==> src/rtl/flag_branch_unit_pkg.sv <==
// Shared types for the execute-stage flag/branch back end: opcodes, condition
// codes, FSM states, the flag triple and the per-opcode flag write mask.
package wisc_pkg;

  typedef enum logic [3:0] {
    OP_ADD    = 4'h0,
    OP_SUB    = 4'h1,
    OP_XOR    = 4'h2,
    OP_RED    = 4'h3,
    OP_SLL    = 4'h4,
    OP_SRA    = 4'h5,
    OP_ROR    = 4'h6,
    OP_PADDSB = 4'h7,
    OP_LW     = 4'h8,
    OP_SW     = 4'h9,
    OP_LLB    = 4'hA,
    OP_LHB    = 4'hB,
    OP_B      = 4'hC,
    OP_BR     = 4'hD,
    OP_PCS    = 4'hE,
    OP_HLT    = 4'hF
  } op_t;

  typedef enum logic [2:0] {
    C_NE = 3'd0,
    C_EQ = 3'd1,
    C_GT = 3'd2,
    C_LT = 3'd3,
    C_GE = 3'd4,
    C_LE = 3'd5,
    C_OV = 3'd6,
    C_UN = 3'd7
  } cond_t;

  typedef enum logic {
    IDLE = 1'b0,
    WAIT = 1'b1
  } fsm_t;

  typedef struct packed {
    logic N;
    logic Z;
    logic V;
  } flag_t;

  // Write mask ordered {N,Z,V}, matching flag_t packing
  function automatic logic [2:0] writes_flags(input op_t op);
    logic [2:0] mask;
    mask = '0;
    case (op)
      OP_ADD, OP_SUB:                 mask = 3'b111;
      OP_XOR, OP_SLL, OP_SRA, OP_ROR: mask = 3'b010;
      default:                        mask = '0;
    endcase
    return mask;
  endfunction

endpackage

==> src/rtl/flag_branch_unit_if.sv <==
// EX-stage result and branch-request bundle between the pipeline and the
// flag/branch back end.
interface flag_branch_unit_if #(
  parameter int DW    = 16,
  parameter int CNT_W = 16
);
  logic              alu_valid;
  wisc_pkg::op_t     alu_op;
  logic [DW-1:0]     alu_sum;
  logic              alu_N;
  logic              alu_Z;
  logic              alu_V;
  logic              br_valid;
  wisc_pkg::cond_t   br_cond;
  logic              br_ready;
  logic              br_done;
  logic              br_taken;
  logic [DW-1:0]     res_q;
  logic              res_valid;
  logic              flag_N;
  logic              flag_Z;
  logic              flag_V;
  logic [CNT_W-1:0]  br_cnt;
  logic [CNT_W-1:0]  taken_cnt;

  modport master (
    output alu_valid, alu_op, alu_sum, alu_N, alu_Z, alu_V, br_valid, br_cond,
    input  br_ready, br_done, br_taken, res_q, res_valid,
           flag_N, flag_Z, flag_V, br_cnt, taken_cnt
  );

  modport slave (
    input  alu_valid, alu_op, alu_sum, alu_N, alu_Z, alu_V, br_valid, br_cond,
    output br_ready, br_done, br_taken, res_q, res_valid,
           flag_N, flag_Z, flag_V, br_cnt, taken_cnt
  );
endinterface

==> src/rtl/flag_branch_unit_br_cond_eval.sv <==
// Combinational branch condition resolver: condition code against N/Z/V.
module br_cond_eval
  import wisc_pkg::*;
(
  input  cond_t cond_i,
  input  flag_t flags_i,
  output logic  taken_o
);

  always_comb begin
    taken_o = 1'b0;
    case (cond_i)
      C_NE: taken_o = ~flags_i.Z;
      C_EQ: taken_o = flags_i.Z;
      C_GT: taken_o = ~flags_i.Z & ~flags_i.N;
      C_LT: taken_o = flags_i.N;
      C_GE: taken_o = flags_i.Z | ~flags_i.N;
      C_LE: taken_o = flags_i.N | flags_i.Z;
      C_OV: taken_o = flags_i.V;
      C_UN: taken_o = 1'b1;
      default: taken_o = 1'b0;
    endcase
  end

endmodule

==> src/rtl/flag_branch_unit.sv <==
// EX/MEM result register, architectural N/Z/V flags and branch resolution
// with a one-cycle hold when the same-cycle EX instruction writes flags.
module flag_branch_unit
  import wisc_pkg::*;
#(
  parameter int DW    = 16,
  parameter int CNT_W = 16
) (
  input  logic               clk,
  input  logic               rst_n,
  input  logic               stall,
  input  logic               flush,
  flag_branch_unit_if.slave  bus
);

  logic             accept;
  logic [2:0]       wmask;
  logic             wr_flags;
  flag_t            alu_flags;
  flag_t            flags_q, flags_d;
  logic [DW-1:0]    res_data_q;
  logic             res_valid_q;
  fsm_t             state_q, state_d;
  cond_t            cond_q, cond_d, eval_cond;
  logic             eval_taken;
  logic             br_ready;
  logic             done_q, done_d;
  logic             taken_q, taken_d;
  logic [CNT_W-1:0] br_cnt_q, br_cnt_d;
  logic [CNT_W-1:0] taken_cnt_q, taken_cnt_d;

  always_comb begin
    accept    = bus.alu_valid & ~stall & ~flush;
    wmask     = accept ? writes_flags(bus.alu_op) : '0;
    wr_flags  = |wmask;
    alu_flags = '{N: bus.alu_N, Z: bus.alu_Z, V: bus.alu_V};
    flags_d   = (flags_q & ~wmask) | (alu_flags & wmask);
  end

  br_cond_eval u_eval (
    .cond_i  (eval_cond),
    .flags_i (flags_q),
    .taken_o (eval_taken)
  );

  // Both resolve paths read flags_q: in WAIT it already holds the flags
  // written by the instruction that caused the hold.
  always_comb begin
    state_d   = state_q;
    cond_d    = cond_q;
    done_d    = 1'b0;
    taken_d   = taken_q;
    br_ready  = 1'b0;
    eval_cond = bus.br_cond;
    case (state_q)
      IDLE: begin
        br_ready = rst_n & ~stall & ~flush;
        if (bus.br_valid && br_ready) begin
          if (wr_flags) begin
            cond_d  = bus.br_cond;
            state_d = WAIT;
          end else begin
            done_d  = 1'b1;
            taken_d = eval_taken;
          end
        end
      end
      WAIT: begin
        eval_cond = cond_q;
        if (flush) begin
          state_d = IDLE;
        end else if (!stall) begin
          done_d  = 1'b1;
          taken_d = eval_taken;
          state_d = IDLE;
        end
      end
      default: state_d = IDLE;
    endcase
  end

  always_comb begin
    br_cnt_d    = br_cnt_q;
    taken_cnt_d = taken_cnt_q;
    if (done_d && (br_cnt_q != '1))
      br_cnt_d = br_cnt_q + 1'b1;
    if (done_d && taken_d && (taken_cnt_q != '1))
      taken_cnt_d = taken_cnt_q + 1'b1;
  end

  always_ff @(posedge clk or negedge rst_n) begin
    if (!rst_n) begin
      res_data_q  <= '0;
      res_valid_q <= 1'b0;
      flags_q     <= '0;
      state_q     <= IDLE;
      cond_q      <= C_NE;
      done_q      <= 1'b0;
      taken_q     <= 1'b0;
      br_cnt_q    <= '0;
      taken_cnt_q <= '0;
    end else begin
      if (!stall)
        res_data_q <= bus.alu_sum;
      if (flush)
        res_valid_q <= 1'b0;
      else if (!stall)
        res_valid_q <= accept;
      flags_q     <= flags_d;
      state_q     <= state_d;
      cond_q      <= cond_d;
      done_q      <= done_d;
      taken_q     <= taken_d;
      br_cnt_q    <= br_cnt_d;
      taken_cnt_q <= taken_cnt_d;
    end
  end

  assign bus.br_ready  = br_ready;
  assign bus.br_done   = done_q;
  assign bus.br_taken  = taken_q;
  assign bus.res_q     = res_data_q;
  assign bus.res_valid = res_valid_q;
  assign bus.flag_N    = flags_q.N;
  assign bus.flag_Z    = flags_q.Z;
  assign bus.flag_V    = flags_q.V;
  assign bus.br_cnt    = br_cnt_q;
  assign bus.taken_cnt = taken_cnt_q;

endmodule
==> src/flat_wrapper.sv <==
// flat-port wrapper written by rule: the top's interface ports become plain ports
module flag_branch_unit_flat import wisc_pkg::*;
#(
  parameter int DW    = 16,
  parameter int CNT_W = 16
)
  (clk, rst_n, stall, flush, bus_alu_valid, bus_alu_op, bus_alu_sum, bus_alu_N, bus_alu_Z, bus_alu_V, bus_br_valid, bus_br_cond, bus_br_ready, bus_br_done, bus_br_taken, bus_res_q, bus_res_valid, bus_flag_N, bus_flag_Z, bus_flag_V, bus_br_cnt, bus_taken_cnt);
  flag_branch_unit_if #(.DW(DW), .CNT_W(CNT_W)) bus_i ();
  input  logic clk;
  input  logic rst_n;
  input  logic stall;
  input  logic flush;
  input wire logic [$bits(bus_i.alu_valid)-1:0] bus_alu_valid;
  input wire logic [$bits(bus_i.alu_op)-1:0] bus_alu_op;
  input wire logic [$bits(bus_i.alu_sum)-1:0] bus_alu_sum;
  input wire logic [$bits(bus_i.alu_N)-1:0] bus_alu_N;
  input wire logic [$bits(bus_i.alu_Z)-1:0] bus_alu_Z;
  input wire logic [$bits(bus_i.alu_V)-1:0] bus_alu_V;
  input wire logic [$bits(bus_i.br_valid)-1:0] bus_br_valid;
  input wire logic [$bits(bus_i.br_cond)-1:0] bus_br_cond;
  output wire logic [$bits(bus_i.br_ready)-1:0] bus_br_ready;
  output wire logic [$bits(bus_i.br_done)-1:0] bus_br_done;
  output wire logic [$bits(bus_i.br_taken)-1:0] bus_br_taken;
  output wire logic [$bits(bus_i.res_q)-1:0] bus_res_q;
  output wire logic [$bits(bus_i.res_valid)-1:0] bus_res_valid;
  output wire logic [$bits(bus_i.flag_N)-1:0] bus_flag_N;
  output wire logic [$bits(bus_i.flag_Z)-1:0] bus_flag_Z;
  output wire logic [$bits(bus_i.flag_V)-1:0] bus_flag_V;
  output wire logic [$bits(bus_i.br_cnt)-1:0] bus_br_cnt;
  output wire logic [$bits(bus_i.taken_cnt)-1:0] bus_taken_cnt;
  assign bus_i.alu_valid = bus_alu_valid;
  assign bus_i.alu_op = bus_alu_op;
  assign bus_i.alu_sum = bus_alu_sum;
  assign bus_i.alu_N = bus_alu_N;
  assign bus_i.alu_Z = bus_alu_Z;
  assign bus_i.alu_V = bus_alu_V;
  assign bus_i.br_valid = bus_br_valid;
  assign bus_i.br_cond = bus_br_cond;
  assign bus_br_ready = bus_i.br_ready;
  assign bus_br_done = bus_i.br_done;
  assign bus_br_taken = bus_i.br_taken;
  assign bus_res_q = bus_i.res_q;
  assign bus_res_valid = bus_i.res_valid;
  assign bus_flag_N = bus_i.flag_N;
  assign bus_flag_Z = bus_i.flag_Z;
  assign bus_flag_V = bus_i.flag_V;
  assign bus_br_cnt = bus_i.br_cnt;
  assign bus_taken_cnt = bus_i.taken_cnt;
  flag_branch_unit #(.DW(DW), .CNT_W(CNT_W)) u_core (.clk(clk), .rst_n(rst_n), .stall(stall), .flush(flush), .bus(bus_i));
endmodule
==> config.mk <==
export PLATFORM = sky130hd
export DESIGN_NAME = flag_branch_unit_flat
export DESIGN_NICKNAME = d
export VERILOG_FILES = /design/src/rtl/flag_branch_unit_pkg.sv /design/src/rtl/flag_branch_unit_if.sv /design/src/rtl/flag_branch_unit_br_cond_eval.sv /design/src/rtl/flag_branch_unit.sv /design/src/flat_wrapper.sv
export SDC_FILE = /design/constraint.sdc
export NUM_CORES = 1
export LEC_CHECK = 0
export ABC_AREA = 1
export BUFFER_PORTS_ARGS = -buffer_cell sky130_fd_sc_hd__buf_2
export CORE_ASPECT_RATIO = 1.4
export CORE_MARGIN = 3
export CORE_UTILIZATION = 44
export CTS_CLUSTER_DIAMETER = 60
export DETAILED_ROUTE_END_ITERATION = 8
export GPL_TIMING_DRIVEN = 0
export PLACE_DENSITY = 0.73
export REMOVE_ABC_BUFFERS = 1
export SLEW_MARGIN = 10
export SYNTH_ARGS = -nofsm -noshare
export SYNTH_HDL_FRONTEND = slang
export SYNTH_HIERARCHICAL = 1
export SYNTH_SLANG_ARGS = --single-unit
==> constraint.sdc <==
create_clock -name clk -period 1.96 [get_ports clk]
set_input_delay 0.294 -clock clk [delete_from_list [all_inputs] [get_ports clk]]
set_output_delay 0.294 -clock clk [all_outputs]
set_load 0.02 [all_outputs]
==> results of run 1 <==
==> timing repair <==
action,4_1_cts,5_1_grt
setup buffers,1,0
cloned,0,1
setup endpoints to repair,23,27
resized for setup,2,10
hold endpoints to repair,58,58
pin swaps,1,1
==> power by group <==
group / switching [mW] / internal [mW] / total (mW)
Combinational: 0.493 / 0.263 / 0.756
Clock: 0.510 / 0.584 / 1.09
Sequential: 0.149 / 1.34 / 1.49
Total: 1.15 / 2.18 / 3.34
==> worst max-delay path, stage by stage (launching register included) <==
cell and delay [ns]:
dfrtp_2 0.42, ha_1 0.22, nand3_2 0.12, nor2_4 0.22
nand3_2 0.11, nor2_2 0.14, nor2_4 0.07, buf_4 0.21
nand4_1 0.10, nand2_1 0.07
==> path summary, 6_finish.rpt <==
kind / start / end / slack [ns]
max: u_core/bus.taken_cnt[0]$_DFFE_PN0P_ / u_core/bus.taken_cnt[11]$_DFFE_PN0P_ / 0.18
min: rst_n / u_core/cond_q[1]$_DFFE_PN0P_ / -0.12
max reg2reg: u_core/bus.taken_cnt[0]$_DFFE_PN0P_ / u_core/bus.taken_cnt[11]$_DFFE_PN0P_ / 0.18
min reg2reg: u_core/bus.res_q[12]$_DFFE_PN0N_ / u_core/bus.res_q[12]$_DFFE_PN0N_ / 0.48
max in group asynchronous: rst_n / u_core/bus.taken_cnt[0]$_DFFE_PN0P_ / 1.73
min in group clk: bus_alu_sum[13] / u_core/bus.res_q[13]$_DFFE_PN0N_ / 0.15
==> layout make-up <==
cell class / instances / area [µm²]
repair buffers: 87 / 447.9
well taps: 92 / 115.1
flip-flops and latches: 58 / 1454
clock buffers: 9 / 123.9
multi-input cells: 308 / 1572
inverters: 31 / 116.4
clock inverters: 7 / 68.82
fillers: 619 / 2890
==> logic make-up (layout without fill, tap and decap cells) <==
family	Yosys count	after routing	synth area share (%)
and+or+nand+nor	264	265	38.07
DFF	58	58	45.96
buffers and inverters	41	134	5.784
xor gates and xnor gates	20	20	5.547
AOI/OAI and AO/OA	19	19	3.130
adders and majority gates	2	2	0.7923
muxes	2	2	0.7131
==> per-layer routing <==
| metal | GRT usage [%] | routed length [µm] |
|---|---|---|
| met5 | 0 | 0 |
| met4 | 7.125 | 70 |
| met2 | 35.29 | 4071 |
| met1 | 22.12 | 3146 |
| met3 | 3.729 | 349 |
==> registers in the layout, indices dropped and copies added, names as in the netlist, named ones only <==
signal	count
u_core/bus.br_done	1
u_core/bus.res_valid	1
u_core/bus.br_taken	1
u_core/bus.br_cnt	16
u_core/state_q	1
u_core/cond_q	3
u_core/bus.res_q	16
u_core/bus.taken_cnt	16
==> Yosys cell counts (all sizes together), types with 3 or more instances <==
master  number  area share [%]
nand2      178              22
dfrtp       58              46
inv         31             3.7
nor2        31             5.3
nand4       25             5.0
nand3       22             4.4
o21ai       18             2.9
xor2        11             3.1
xnor2        9             2.5
buf          8             1.9
nor3         5            0.79
nand3b       3            0.83
==> per-stage QoR <==
step	util [%]	setup TNS, ns	instances	area, µm²	hold slack, ns
CTS	56.63	0	591	3844	-0.05540
detailed placement	53.62	-12.61	574	3640	0.4239
finish	57.42	0	592	3897	-0.1243
global route	57.42	0	592	3897	-0.09628
global placement	53.59	-27.86	574	3637	0.4590
floorplan	-	0	396	3092	-0.001591
==> results.cfg, run 1 <==
[power_and_ir_drop]
leakagePower_nw = 2.049
p_total_mw = 3.337
irDropWorstVdd_mv = 0.5877
power-per-cell-area_mw_per_mm2 = 856.1

[final_layout]
layout.nets = 529
area_growth_pct = 23.42
layout_common_cells = nand2_1, buf_2, dfrtp_1
antenna_cells = 0
drive_gt1_share_pct = 26.20
final_common_cell = nand2_1

[detailed_routing]
wl_mm = 7.637
drt_pass1_iterations = 4
vias = 2976
vias_per_cell = 5.027
drc = 0
drtAntennaViolNets = 0
wl_per_cell_um = 12.90
drt_iter0_drc = 101

[timing]
post-route-min-period_ns = 1.779
period_share_pct = 90.79
fin_ws_ns = 0.1806
grt_setup_unrepaired = no
timing.hold.ws_ns = -0.1243
tightestPinTransition_ns = 0.4861
drv_slew = 0
slew_headroom_pct = 67.56
clock_skew_ns = 0.009693
timing.fmax_mhz = 562.0
setup_viol = 0
finalHoldViolations = 58

[logic_synthesis]
async_flop_share_pct = 100.0
syn_area_mm2 = 0.003158
synthesis.instances = 406
yosysUniqueCellTypes = 27
synth.yosys.seq_area_share_pct = 45.96
yosys_warnings = 6
ys_ff_latch = 58
avgSynthCellArea_um2 = 7.778
yosys_most_used_dff = dfrtp_1
synth_edf_count = 0

[setup_path]
reg2regPathDepth = 9
required_ns = 2.19
cp.arrival_ns = 2.01
worstSetupEndpointType = flip-flop
start_kind = flip-flop
cp_max_fo = 16
critPathKind = flip-flop to flip-flop

[global_routing]
grt.overflow.total = 0
grt_pass1_wl_mm = 12.94
grt_pass1_vias = 2855
antenna_found_initial = 0
grt_max_degree = 60
grt_usage_pct = 19.37

[placement]
routabilityCongestion = 0.8574
portBuffers = 86
dp_hpwl_mm = 5.277
place_ws_ns = -0.5114

[clocking]
cts_buffer_depth = 2
cts.sinks = 58
cts_buffers = 9
cts_max_level = 3
cts_root_buf = clkbuf_8
clock_latency_ns = 0.33
clk_pin_slew_ns = 0.08
cts_tree = done

[job]
maxCapViolations = 0

[worst_hold_path]
hp-class = primary input to async pin

[die]
io_pins = 87
coreArea_mm2 = 0.006788
fp.dieH_um = 106.2
fp-row-count = 35
die-area_mm2 = 0.008244
start_util_pct = 46.53
die_w_um = 77.60

[status]
outcome = complete, but fails checks
failed_checks = negative hold slack
No activity file was read; power rests on OpenSTA's default activity.
==> run 2: changes to the inputs <==
--- a/config.mk
+++ b/config.mk
@@ -8,12 +8,12 @@
 export ABC_AREA = 1
 export BUFFER_PORTS_ARGS = -buffer_cell sky130_fd_sc_hd__buf_2
 export CORE_ASPECT_RATIO = 1.4
-export CORE_MARGIN = 3
-export CORE_UTILIZATION = 44
+export CORE_MARGIN = 5
+export CORE_UTILIZATION = 52
 export CTS_CLUSTER_DIAMETER = 60
 export DETAILED_ROUTE_END_ITERATION = 8
 export GPL_TIMING_DRIVEN = 0
-export PLACE_DENSITY = 0.73
+export PLACE_DENSITY = 0.83
 export REMOVE_ABC_BUFFERS = 1
 export SLEW_MARGIN = 10
 export SYNTH_ARGS = -nofsm -noshare
==> run 2 against run 1 <==
  * Hold slack worse by 0.013 ns
  * Final cell count is 3.7% lower
  * The flow still finishes with violations (negative hold slack)
  * First-iteration DRC count is 49% higher
  * Clock power is 5% higher
  * Worst setup slack worse by 0.075 ns
  * Non-clock buffer count stayed put
  * Maximum frequency is 4.1% lower
  * Final area is 0.51% lower
  * Via count is 0.67% higher
  * Global-route usage is 1.8 points higher
  * Register-to-register slack worse by 0.08 ns
==> results.cfg, run 2 (synthesis gave the netlist of run 1 again) <==
[status]
outcome = complete, but fails checks
failed_checks = negative hold slack

[setup_path]
worstReg2RegStart = u_core/state_q$_DFF_PN0_
required_ns = 2.18
reg2regPathDepth = 10
critPathKind = flip-flop to flip-flop
start_kind = flip-flop
cp_max_fo = 19
timing.rr.end = u_core/bus.taken_cnt[2]$_DFFE_PN0P_
rrSetupSlack_ns = 0.11
worstSetupEndpointType = flip-flop
cp.arrival_ns = 2.08

[timing]
fin_ws_ns = 0.1054
slew_headroom_pct = 69.28
tightestPinTransition_ns = 0.4603
finalHoldViolations = 58
tns_ns = 0
clock_skew_ns = 0.009619
setup_viol = 0
timing.fmax_mhz = 539.2
period_share_pct = 94.62
timing.hold.ws_ns = -0.1369
grt_setup_unrepaired = no
post-route-min-period_ns = 1.855
drv_slew = 0

[power_and_ir_drop]
p_total_mw = 3.378
combPwrFrac_pct = 22.5
power-per-cell-area_mw_per_mm2 = 871.2
p_sw_share_pct = 33.20
irDropWorstVdd_mv = 0.5989
seq_power_share_pct = 43.8
p_int_mw = 2.257
leakagePower_nw = 2.060
p_sw_mw = 1.122
power.share.clock_pct = 33.7

[final_layout]
fin_util_pct = 65.67
layout_common_cells = nand2_1, buf_2, dfrtp_1
final_cells = 570
antenna_cells = 0
area_growth_pct = 22.78
layout.nets = 529
final_common_cell = nand2_1
drive_gt1_share_pct = 26.20
fillers = 522
fin_area_mm2 = 0.003877

[placement]
place_ws_ns = -0.4989
dp_cells = 552
dp_hpwl_mm = 5.440
routabilityCongestion = 0.8887
portBuffers = 86
post_dp_cell_area_mm2 = 0.003612

[detailed_routing]
wl_per_cell_um = 13.65
drtAntennaViolNets = 0
vias_per_cell = 5.256
drc = 0
vias = 2996
drt_iter0_drc = 150
drt_pass1_iterations = 4
wl_mm = 7.779

[die]
fp.dieH_um = 102.2
fp-row-count = 33
coreArea_mm2 = 0.005904
io_pins = 87
start_util_pct = 53.49
die_w_um = 75.87
die-area_mm2 = 0.007754

[global_routing]
antenna_found_initial = 0
grt.overflow.total = 0
grt_max_degree = 60
grt_usage_pct = 21.20
grt_pass1_vias = 3002
grt_pass1_wl_mm = 12.75

[clocking]
cts.sinks = 58
cts_buffers = 9
clk_pin_slew_ns = 0.07
cts_tree = done
cts_buffer_depth = 2
clock_latency_ns = 0.34
cts_root_buf = clkbuf_8
cts_max_level = 3

[job]
maxCapViolations = 0

[worst_hold_path]
hp-class = primary input to async pin
## run 2: changes by cell type in the layout (fill, tap and decap cells not counted)
cell and change:
clkbuf_1 +1, o21ai_1 -1, clkbuf_8 +2, nand2_8 -1
nor2_4 -1, o21ai_2 +1, nand2_2 -1, nand2_4 +2
nor2_2 +1, inv_6 -1, clkinv_2 -2
## run 2: what timing repair did
| action | 4_1_cts | 5_1_grt |
|---|---|---|
| cloned | 0 | 1 |
| setup buffers | 1 | 0 |
| pin swaps | 1 | 1 |
| endpoints found under the hold margin | 58 | 58 |
| gates resized for setup | 3 | 9 |
| endpoints found under the setup margin | 20 | 28 |
## run 2: worst max-delay path by stage
stage	endpoint	slack, ns	startpoint
3_5_place_dp	u_core/bus.taken_cnt[2]$_DFFE_PN0P_	-0.50	rst_n
6_report	u_core/bus.taken_cnt[2]$_DFFE_PN0P_	0.11	u_core/state_q$_DFF_PN0_
2_1_floorplan	u_core/bus.taken_cnt[7]$_DFFE_PN0P_	0.21	u_core/bus.taken_cnt[0]$_DFFE_PN0P_
4_1_cts	u_core/bus.taken_cnt[2]$_DFFE_PN0P_	0.007	u_core/state_q$_DFF_PN0_
3_3_place_gp	u_core/bus.taken_cnt[15]$_DFFE_PN0P_	-0.86	rst_n
5_1_grt	u_core/bus.taken_cnt[2]$_DFFE_PN0P_	0.01	u_core/state_q$_DFF_PN0_
## run 2: area by class of cell
cell class                      count  area, µm²  share of cell area [%]
Sequential cell                    58       1454                   37.50
Inverter                           31      116.4                   3.001
Clock inverter                      4      50.05                   1.291
Clock buffer                       12      155.1                   4.001
Tap cell                           70      87.58                   2.259
Multi-Input combinational cell    308       1567                   40.40
Timing Repair Buffer               87      447.9                   11.55
## run 2: power by group through the flow
stage / clock, mW / combinational (mW) / sequential [mW]
after floorplan: 0 / 0.299 / 1.65
after global placement: 0 / 0.719 / 1.49
after detailed placement: 0 / 0.749 / 1.50
after CTS: 1.17 / 0.754 / 1.48
after global routing: 1.22 / 0.837 / 1.51
final: 1.14 / 0.759 / 1.48
## run 2: worst max-delay path, stage by stage, from the launching register on
cell and delay, ns:
dfrtp_2 0.48, o21ai_0 0.24, inv_1 0.10, nand2_1 0.09, nand3b_1 0.09, nand3_2 0.08
inv_1 0.06, nand2_4 0.22, nand3_4 0.19, nand2_1 0.11, nand2_1 0.06
## run 2: layer usage
metal	up-vias	global-route usage, %	wire length (µm)
li1	1472	-	-
met1	1425	24.23	3046
met2	84	37.34	4199
met3	15	3.839	366
met4	0	9.690	166
met5	-	0	0
==> run 3: changes to the inputs <==
--- a/config.mk
+++ b/config.mk
@@ -14,7 +14,6 @@
 export DETAILED_ROUTE_END_ITERATION = 8
 export GPL_TIMING_DRIVEN = 0
 export PLACE_DENSITY = 0.83
-export REMOVE_ABC_BUFFERS = 1
 export SLEW_MARGIN = 10
 export SYNTH_ARGS = -nofsm -noshare
 export SYNTH_HDL_FRONTEND = slang
==> run 3 against run 2 <==
  * The run still ends with negative hold slack left
  * Clock skew grew 0.0036 ns
  * Global-route usage is essentially flat
  * Clock-buffer cell count is the same
  * Clock power grew 9.6%
  * Non-clock buffer count is 12 higher
  * Die area did not move
  * Final area rose by 1.9%
  * Worst setup slack improved by 0.018 ns
  * Maximum frequency rose by 0.96%
  * Sequential power hardly changed
  * Largest cell class unchanged
  * Largest power group unchanged
  * Highest routed layer unchanged
==> results.cfg, run 3 (synthesis gave the netlist of run 1 again) <==
[timing]
timing.hold.ws_ns = -0.08594
post-route-min-period_ns = 1.837
timing.fmax_mhz = 544.4
grt_setup_unrepaired = no
clock_skew_ns = 0.01324
drv_slew = 0
period_share_pct = 93.72
tightestPinTransition_ns = 0.5355
setup_viol = 0
slew_headroom_pct = 64.30
finalHoldViolations = 58

[global_routing]
grt_max_degree = 60
antenna_found_initial = 0
use_met2_pct = 36.61
grt_use_met1_pct = 23.96
grt_usage_pct = 21.18
grt_pass1_vias = 3024
grt_busiest_layer = met2
grt.overflow.total = 0
use_met3_pct = 4.528
grt_pass1_wl_mm = 12.81

[setup_path]
cp.arrival_ns = 2.06
reg2regPathDepth = 9
worstSetupEndpointType = flip-flop
critPathKind = flip-flop to flip-flop
required_ns = 2.18
start_kind = flip-flop
cp_max_fo = 10

[placement]
portBuffers = 86
dp_hpwl_mm = 5.477
routabilityCongestion = 0.8847
post_dp_cell_area_mm2 = 0.003679

[die]
start_util_pct = 53.49
fp.dieH_um = 102.2
io_pins = 87
die-area_mm2 = 0.007754
fp-row-count = 33
coreArea_mm2 = 0.005904
die_w_um = 75.87

[clocking]
cts_max_level = 3
cts.sinks = 58
clock_latency_ns = 0.34
clk_pin_slew_ns = 0.07
cts_root_buf = clkbuf_8
cts_buffers = 9
cts_buffer_depth = 2
cts_tree = done
holdBufCountCts = 0

[final_layout]
drive_gt1_share_pct = 27.01
fin_area_mm2 = 0.003951
multi_input_comb_area_mm2 = 0.001540
fillers = 485
layout_common_cells = nand2_1, buf_2, dfrtp_1
layout.nets = 540
seq_area_mm2 = 0.001453
area_growth_pct = 25.12
antenna_cells = 0
final_common_cell = nand2_1

[detailed_routing]
drtAntennaViolNets = 0
wl_per_cell_um = 13.37
drt_iter0_drc = 102
drt_pass1_iterations = 4
vias = 3054
wl_mm = 7.770
drc = 0
vias_per_cell = 5.256

[worst_hold_path]
hp-class = primary input to async pin

[power_and_ir_drop]
irDropWorstVdd_mv = 0.5111
leakagePower_nw = 2.120
power-per-cell-area_mw_per_mm2 = 885.0

[job]
maxCapViolations = 0

[logic_synthesis]
syn_nets = 440

[status]
outcome = complete, but fails checks
failed_checks = negative hold slack
run 3: metal layers:
layer	vias up	part of all wire (%)
met5	-	0
met4	0	2.8
met3	20	5.0
met2	99	54
met1	1437	38
li1	1498	-
run 3: area by class of cell:
cell class | instances | area share, %
clock inverter | 4 | 1.868
timing repair buffer | 89 | 11.62
multi-input combinational | 307 | 38.98
tap | 70 | 2.217
clock buffer | 12 | 3.927
sequential | 58 | 36.76
buffer | 10 | 1.678
inverter | 31 | 2.945
run 3: path summary, 6_finish.rpt:
path,start,endpoint,slack (ns)
max in group asynchronous,rst_n,u_core/bus.br_cnt[0]$_DFFE_PN0P_,1.64
setup reg to reg,u_core/bus.taken_cnt[0]$_DFFE_PN0P_,u_core/bus.taken_cnt[11]$_DFFE_PN0P_,0.12
min in group clk,bus_alu_sum[5],u_core/bus.res_q[5]$_DFFE_PN0N_,0.15
hold / removal,rst_n,async pin,-0.09
hold reg to reg,u_core/bus.res_q[5]$_DFFE_PN0N_,u_core/bus.res_q[5]$_DFFE_PN0N_,0.48
setup / recovery,u_core/bus.taken_cnt[0]$_DFFE_PN0P_,u_core/bus.taken_cnt[11]$_DFFE_PN0P_,0.12
run 3: worst max-delay path, cell delays in order, from the launching register on:
cell and delay (ns):
dfrtp_1 0.46, ha_1 0.25, nand3_2 0.13, nor2_4 0.18, nand3_2 0.10, nor2_2 0.15, nor2_4 0.09, buf_2 0.20
nand4_1 0.10, nand2_1 0.06
run 3: repair_timing:
| item | 4_1_cts | 5_1_grt |
|---|---|---|
| hold endpoints to repair | 0 | 58 |
| pin swaps | 0 | 1 |
| resized for setup | 1 | 7 |
| endpoints found under the setup margin | 11 | 31 |
| buffers inserted | 0 | 3 |
run 3: where the power goes:
part | switching [mW] | internal (mW) | total [mW]
Clock | 0.469 | 0.786 | 1.25
Combinational | 0.494 | 0.267 | 0.761
Sequential | 0.143 | 1.34 | 1.48
run 3: per-stage QoR:
stage	TNS (ns)	std cells	setup WS [ns]	util [%]	total power [mW]
global placement	-21.73	562	-0.6855	62.26	2.233
detailed placement	-7.495	562	-0.2950	62.30	2.259
floorplan	0	406	0.2084	-	1.967
CTS	0	578	0.04675	66.18	3.532
finish	0	581	0.1230	66.92	3.497
global route	0	581	0.007974	66.92	3.695
